### config.mk
export PLATFORM = sky130hd
export DESIGN_NAME = oddr_serializer_ctrl
export DESIGN_NICKNAME = d
export VERILOG_FILES = /design/src/rtl/oddr_serializer_ctrl.sv
export SDC_FILE = /design/constraint.sdc
export NUM_CORES = 1
export LEC_CHECK = 0
export ABC_AREA = 1
export CAP_MARGIN = 15
export CORE_ASPECT_RATIO = 1.2
export CORE_MARGIN = 8
export CORE_UTILIZATION = 52
export DETAILED_ROUTE_END_ITERATION = 8
export PLACE_DENSITY = 0.84
export SYNTH_ARGS = -nofsm -noshare
export SYNTH_HDL_FRONTEND = slang
export SYNTH_SLANG_ARGS = --single-unit
export TNS_END_PERCENT = 30
### constraint.sdc
create_clock -name CLK -period 2.3 [get_ports CLK]
set_input_delay 0.575 -clock CLK [delete_from_list [all_inputs] [get_ports CLK]]
set_output_delay 0.575 -clock CLK [all_outputs]
set_load 0.01 [all_outputs]
### src/rtl/oddr_serializer_ctrl.sv
// rtl/oddr_serializer_ctrl.sv - word-to-pair serializer feeding an ODDR D1/D2/CE/R
module oddr_serializer_ctrl #(
    parameter int   DATA_WIDTH = 16,
    parameter bit   MSB_FIRST  = 1'b1,
    parameter logic IDLE_LEVEL = 1'b0
) (
    input  logic                  CLK,
    input  logic                  RST,
    input  logic                  ENABLE,
    input  logic [DATA_WIDTH-1:0] DATA_IN,
    input  logic                  DATA_VALID,
    output logic                  DATA_READY,
    output logic                  ODDR_D1,
    output logic                  ODDR_D2,
    output logic                  ODDR_CE,
    output logic                  ODDR_R,
    output logic                  BUSY,
    output logic [15:0]           WORD_CNT
);

    localparam int NP = DATA_WIDTH / 2;
    localparam int PW = (NP > 1) ? $clog2(NP) : 1;

    typedef enum logic {IDLE, SHIFT} state_t;

    state_t                  state_q, state_d;
    logic [PW-1:0]           pair_q, pair_d;
    logic [DATA_WIDTH-1:0]   shift_q, shift_d;
    logic                    d1_q, d1_d, d2_q, d2_d;
    logic [15:0]             cnt_q, cnt_d;
    logic                    r_q, ce_q;
    logic                    last, fire;

    always_comb begin
        state_d    = state_q;
        pair_d     = pair_q;
        shift_d    = shift_q;
        cnt_d      = cnt_q;
        d1_d       = IDLE_LEVEL;
        d2_d       = IDLE_LEVEL;
        last       = (pair_q == PW'(NP - 1));
        DATA_READY = ENABLE & ~RST & ((state_q == IDLE) | ((state_q == SHIFT) & last));
        fire       = DATA_VALID & DATA_READY;

        if (fire) begin
            state_d = SHIFT;
            pair_d  = '0;
            cnt_d   = cnt_q + 16'd1;
            // Pair 0 goes straight to the output flops; the rest waits in the shifter.
            if (MSB_FIRST) begin
                d1_d    = DATA_IN[DATA_WIDTH-1];
                d2_d    = DATA_IN[DATA_WIDTH-2];
                shift_d = DATA_IN << 2;
            end else begin
                d1_d    = DATA_IN[0];
                d2_d    = DATA_IN[1];
                shift_d = DATA_IN >> 2;
            end
        end else if (state_q == SHIFT && !last) begin
            pair_d = pair_q + PW'(1);
            if (MSB_FIRST) begin
                d1_d    = shift_q[DATA_WIDTH-1];
                d2_d    = shift_q[DATA_WIDTH-2];
                shift_d = shift_q << 2;
            end else begin
                d1_d    = shift_q[0];
                d2_d    = shift_q[1];
                shift_d = shift_q >> 2;
            end
        end else if (state_q == SHIFT) begin
            state_d = IDLE;
            pair_d  = '0;
        end
    end

    always_ff @(posedge CLK) begin
        if (RST) begin
            state_q <= IDLE;
            pair_q  <= '0;
            shift_q <= '0;
            cnt_q   <= '0;
            d1_q    <= IDLE_LEVEL;
            d2_q    <= IDLE_LEVEL;
        end else begin
            state_q <= state_d;
            pair_q  <= pair_d;
            shift_q <= shift_d;
            cnt_q   <= cnt_d;
            d1_q    <= d1_d;
            d2_q    <= d2_d;
        end
        // The ODDR is held in reset one cycle longer than the controller.
        r_q  <= RST;
        ce_q <= ~RST;
    end

    assign ODDR_D1  = d1_q;
    assign ODDR_D2  = d2_q;
    assign ODDR_R   = r_q;
    assign ODDR_CE  = ce_q;
    assign BUSY     = (state_q == SHIFT);
    assign WORD_CNT = cnt_q;

endmodule

* Yosys cells after proc, flatten, opt, wreduce, memory -nomap -nowiden
Cells that the tools add are included.
** Storage, ports and cells
- Output and inout port bits :: 22
- Bits of input ports :: 20
- Word-level logic and storage cells :: 34
- Register bits :: 38
** Cells by class
- Equality and inequality tests :: 2
- Add/sub/neg operators :: 2
- Multiplexer cells :: 10
- Bitwise gates (word level) :: 7
- Reductions and logical operators :: 5
** Operators by type and width (count)
- $mux 16 :: 2
- $add 16x1->16 const B :: 1
- $mux 1 :: 6
- $mux 3 :: 2
- $and 1x1->1 :: 4
- $reduce_bool 2->1 :: 2
- $add 3x1->3 const B :: 1
- $eq 3x3->1 const B :: 1
- $ne 2x2->1 const B :: 1
- $not 1->1 :: 2
- $reduce_or 2->1 :: 1
- $logic_and 1x1->1 :: 1
- $logic_not 1->1 :: 1
- $or 1x1->1 :: 1

* Logic depth before layout (Yosys ltp)
- Word-level depth :: 6
- Depth in mapped cells :: 11
- Mapped depth without buffers :: 10

* Worst setup path before layout
No wires, ideal clock.
- Path kind :: register to output
- From :: register pair_q[0]
- To :: output port DATA_READY
- Cell stages (with the launch flop) :: 6
- Arrival :: 1.175 ns
- Path buffers :: 1
- Required time :: 1.725 ns
- Setup slack :: 0.550 ns
- Path through :: dfxtp_1 ha_1 ha_1 nor2_2 buf_2 nor2_1
** On the way
- Cells in the longest elaborated chain, start to end :: 4
** RTL lines
- start, declared :: RTL line 27 : logic [PW-1:0] pair_q, pair_d;
- start signal, assigned :: RTL line 86 : pair_q <= pair_d;
- $eq 3x3->1 :: RTL line 41 : last = (pair_q == PW'(NP - 1));
- $and 1x1->1 :: RTL line 42 : DATA_READY = ENABLE & ~RST & ((state_q == IDLE) | ((state_q == SHIFT) & last));
- $or 1x1->1 :: RTL line 42
- $and 1x1->1 :: RTL line 42
- end, declared :: RTL line 12 : output logic DATA_READY,
No other way between the ends.

* Final worst setup path
Ends and elaborated chain as after synthesis.

==> impl_metrics.yaml <==
detailed_routing:
  vias_per_cell: 5.12
  routed_wl_mm: 3.87
  first_pass_iters: 4
  wl_per_cell_microns: 12.2
  drc_errors: 0
  ant_nets: 0
  via_count: 1619
  drt_iter0_markers: 115
global_route:
  grt_pass1_wl_mm: 6.62
  grt_max_degree: 23
  grt-ovfl-total: 0
  antenna_found_initial: 0
  grt_use_total: 0.154
  grt_pass1_vias: 1587
pwr:
  power_density_nw_per_um2: 509
  switching_share: 0.248
  pwr-share-clk: 0.287
  pwr-share-comb: 0.109
  seqPwrFrac: 0.604
  p_leak_uw: 0.000915
  p_sw_uw: 279
  power.internal_uw: 847
  ir_worst_vdd_uv: 395
synthesis:
  seq_area_frac_synth: 0.452
  yosys-top-cells-area: "dfxtp_1 45%, nand2_1 14%, a21oi_1 9.5%"
  syn-instance-count: 232
  synth_seq_cells: 38
  ys_warn_count: 0
  synth_enable_flop_cells: 0
  syn_avg_cell_area_sq_um: 7.26
  yosysTopAreaCell: "dfxtp_1"
  synth_cell_types: 20
  synth.cell_area_sq_um: 1680
  synth_nets: 255
  synth_top_area_share: 0.452
  async_flop_share: 0
  synthFlopType: "dfxtp_1"
placement:
  place_ws_ps: -40.8
  io_buffers: 41
  gp_congestion: 0.801
  dp_hpwl_mm: 2.81
  placed_cell_area_sq_um: 2170
sta:
  grt_setup_unrepaired: "false"
  fmax_ghz: 0.474
  finalHoldViolations: 0
  timing.hold.ws_ps: 469
  slew_viol_final: 0
  totalNegativeSetupSlack_ps: 0
  setup_viol: 0
  setup_ws_ps: 191
  slew_headroom: 0.809
  finalClockSkew_ps: 10.9
  fin_crit_ps: 2110
  worstMarginPinSlew_ps: 286
  finalCritPeriodShare: 0.917
job:
  drv_cap: 0
cts:
  hold_buffers: 0
  post_cts_resized: 1
  clk_latency_ps: 340
  post_cts_buffers: 0
  cts.clk_slew.worst_paths_ps: 110
  cts_buffer_depth: 2
  cts_root_buffer: "clkbuf_4"
  htreeDepth: 2
  clock-sinks: 38
  cts_tree: "built"
  cts_buffers: 5
layout:
  final_cell_mix: "64 x nand2_1, 40 x clkdlybuf4s50_1, 38 x dfxtp_1, 32 x a21oi_1, 31 x nor2_1"
  syn_to_final_growth_pct: 31.4
  n_fill_cell: 249
  diodes: 0
  nets: 303
  final_util: 0.718
  layout-drive-gt1-share: 0.0857
  postLayoutCellArea_sq_um: 2210
  final_common_cell: "nand2_1"
die:
  initial_core_util: 0.546
  die_x_microns: 68.0
  rows: 22
  core_sq_um: 3080
  io_pins: 42
  dieArea_sq_um: 5320
  die_h_microns: 78.3
worst_setup_path:
  worst_setup_path_end_kind: "primary output"
  rr_endpoint: "WORD_CNT[3]"
  rrSetupSlack_ps: 650
  arrival_ps: 1530
  setup.worst_path.class: "reg -> out"
  rr_worst_depth: 10
  required_ps: 1730
  worstReg2RegStart: "pair_q[0]"
  crit_path_max_fanout: 3
  start_kind: "flop"
worst_hold_path:
  min_to: "shift_q[5]"
  holdCritPathClass: "reg -> reg"
  hold_depth: 2
  min-delay-start: "shift_q[5]"
run_status:
  status: "finished, final reports clean"
## flip-flops by register name, summed over array words and instances (netlist names)
signal	cells
ODDR_R	1
WORD_CNT	16
ODDR_D2	1
ODDR_D1	1
ODDR_CE	1
shift_q	14
pair_q	3
BUSY	1
## cell usage after synthesis, types with 3 or more instances
library cell / n
nor2_1: 31
buf_2: 4
nor3_1: 6
dfxtp_1: 38
inv_1: 21
a22oi_1: 7
nand2_1: 64
a21oi_1: 32
ha_1: 3
nand3_2: 3
nand3_1: 10
## how the worst max path moves through the flow
stage              start    endpoint  slack [ps]  depth (start not counted)
2_1_floorplan  pair_q[0]  DATA_READY         550                          5
3_3_place_gp         RST  DATA_READY          -8                          5
5_1_grt        pair_q[0]  DATA_READY          90                          5
4_1_cts        pair_q[0]  DATA_READY         170                          5
3_5_place_dp      ENABLE  DATA_READY         -40                          4
6_report       pair_q[0]  DATA_READY         190                          5
## worst max-delay path: stages (launching register included)
cell,delay (ps)
dfxtp_1,340
ha_1,200
ha_1,200
nor2_2,130
nor2_1,50
dlygate4sd2_1,280
## per-layer routing
layer  track usage  up-vias  share of wire
li1              -      844              -
met4        0.0616        0          0.014
met1         0.169      732           0.46
met2         0.262       37           0.46
met3        0.0511        6          0.065
met5             0        -              0
## cell families (layout without fill, tap and decap cells)
family | Yosys count | in the layout | synth area share
AND/OR/NAND/NOR | 121 | 121 | 0.319
buffers and inverters | 29 | 77 | 0.0743
adder cells (fa/ha/maj) | 3 | 3 | 0.0223
flip-flops | 38 | 38 | 0.452
AO/OA/AOI/OAI | 41 | 41 | 0.132
## final cells by class
class	count	area (sq um)	area share
sequential	38	761	0.344
tap	36	45.0	0.0204
clock inverter	2	10.0	0.00452
inverter	21	78.8	0.0356
timing repair buffer	49	482	0.218
multi-input combinational	165	798	0.361
clock buffer	5	37.5	0.0170
## stage by stage
| step | std cells | total power (uW) |
|---|---|---|
| floorplan | 232 | 752 |
| global placement | 309 | 817 |
| detailed placement | 309 | 818 |
| CTS | 316 | 1140 |
| global route | 316 | 1180 |
| finish | 316 | 1130 |
## power by group through the flow
stage               combinational, uW  clock (uW)  sequential, uW
finish                            123         323             680
floorplan                        55.9           0             696
global placement                  122           0             695
detailed placement                123           0             695
global route                      135         364             683
CTS                               123         340             681
(Power assumes the default switching activity.)
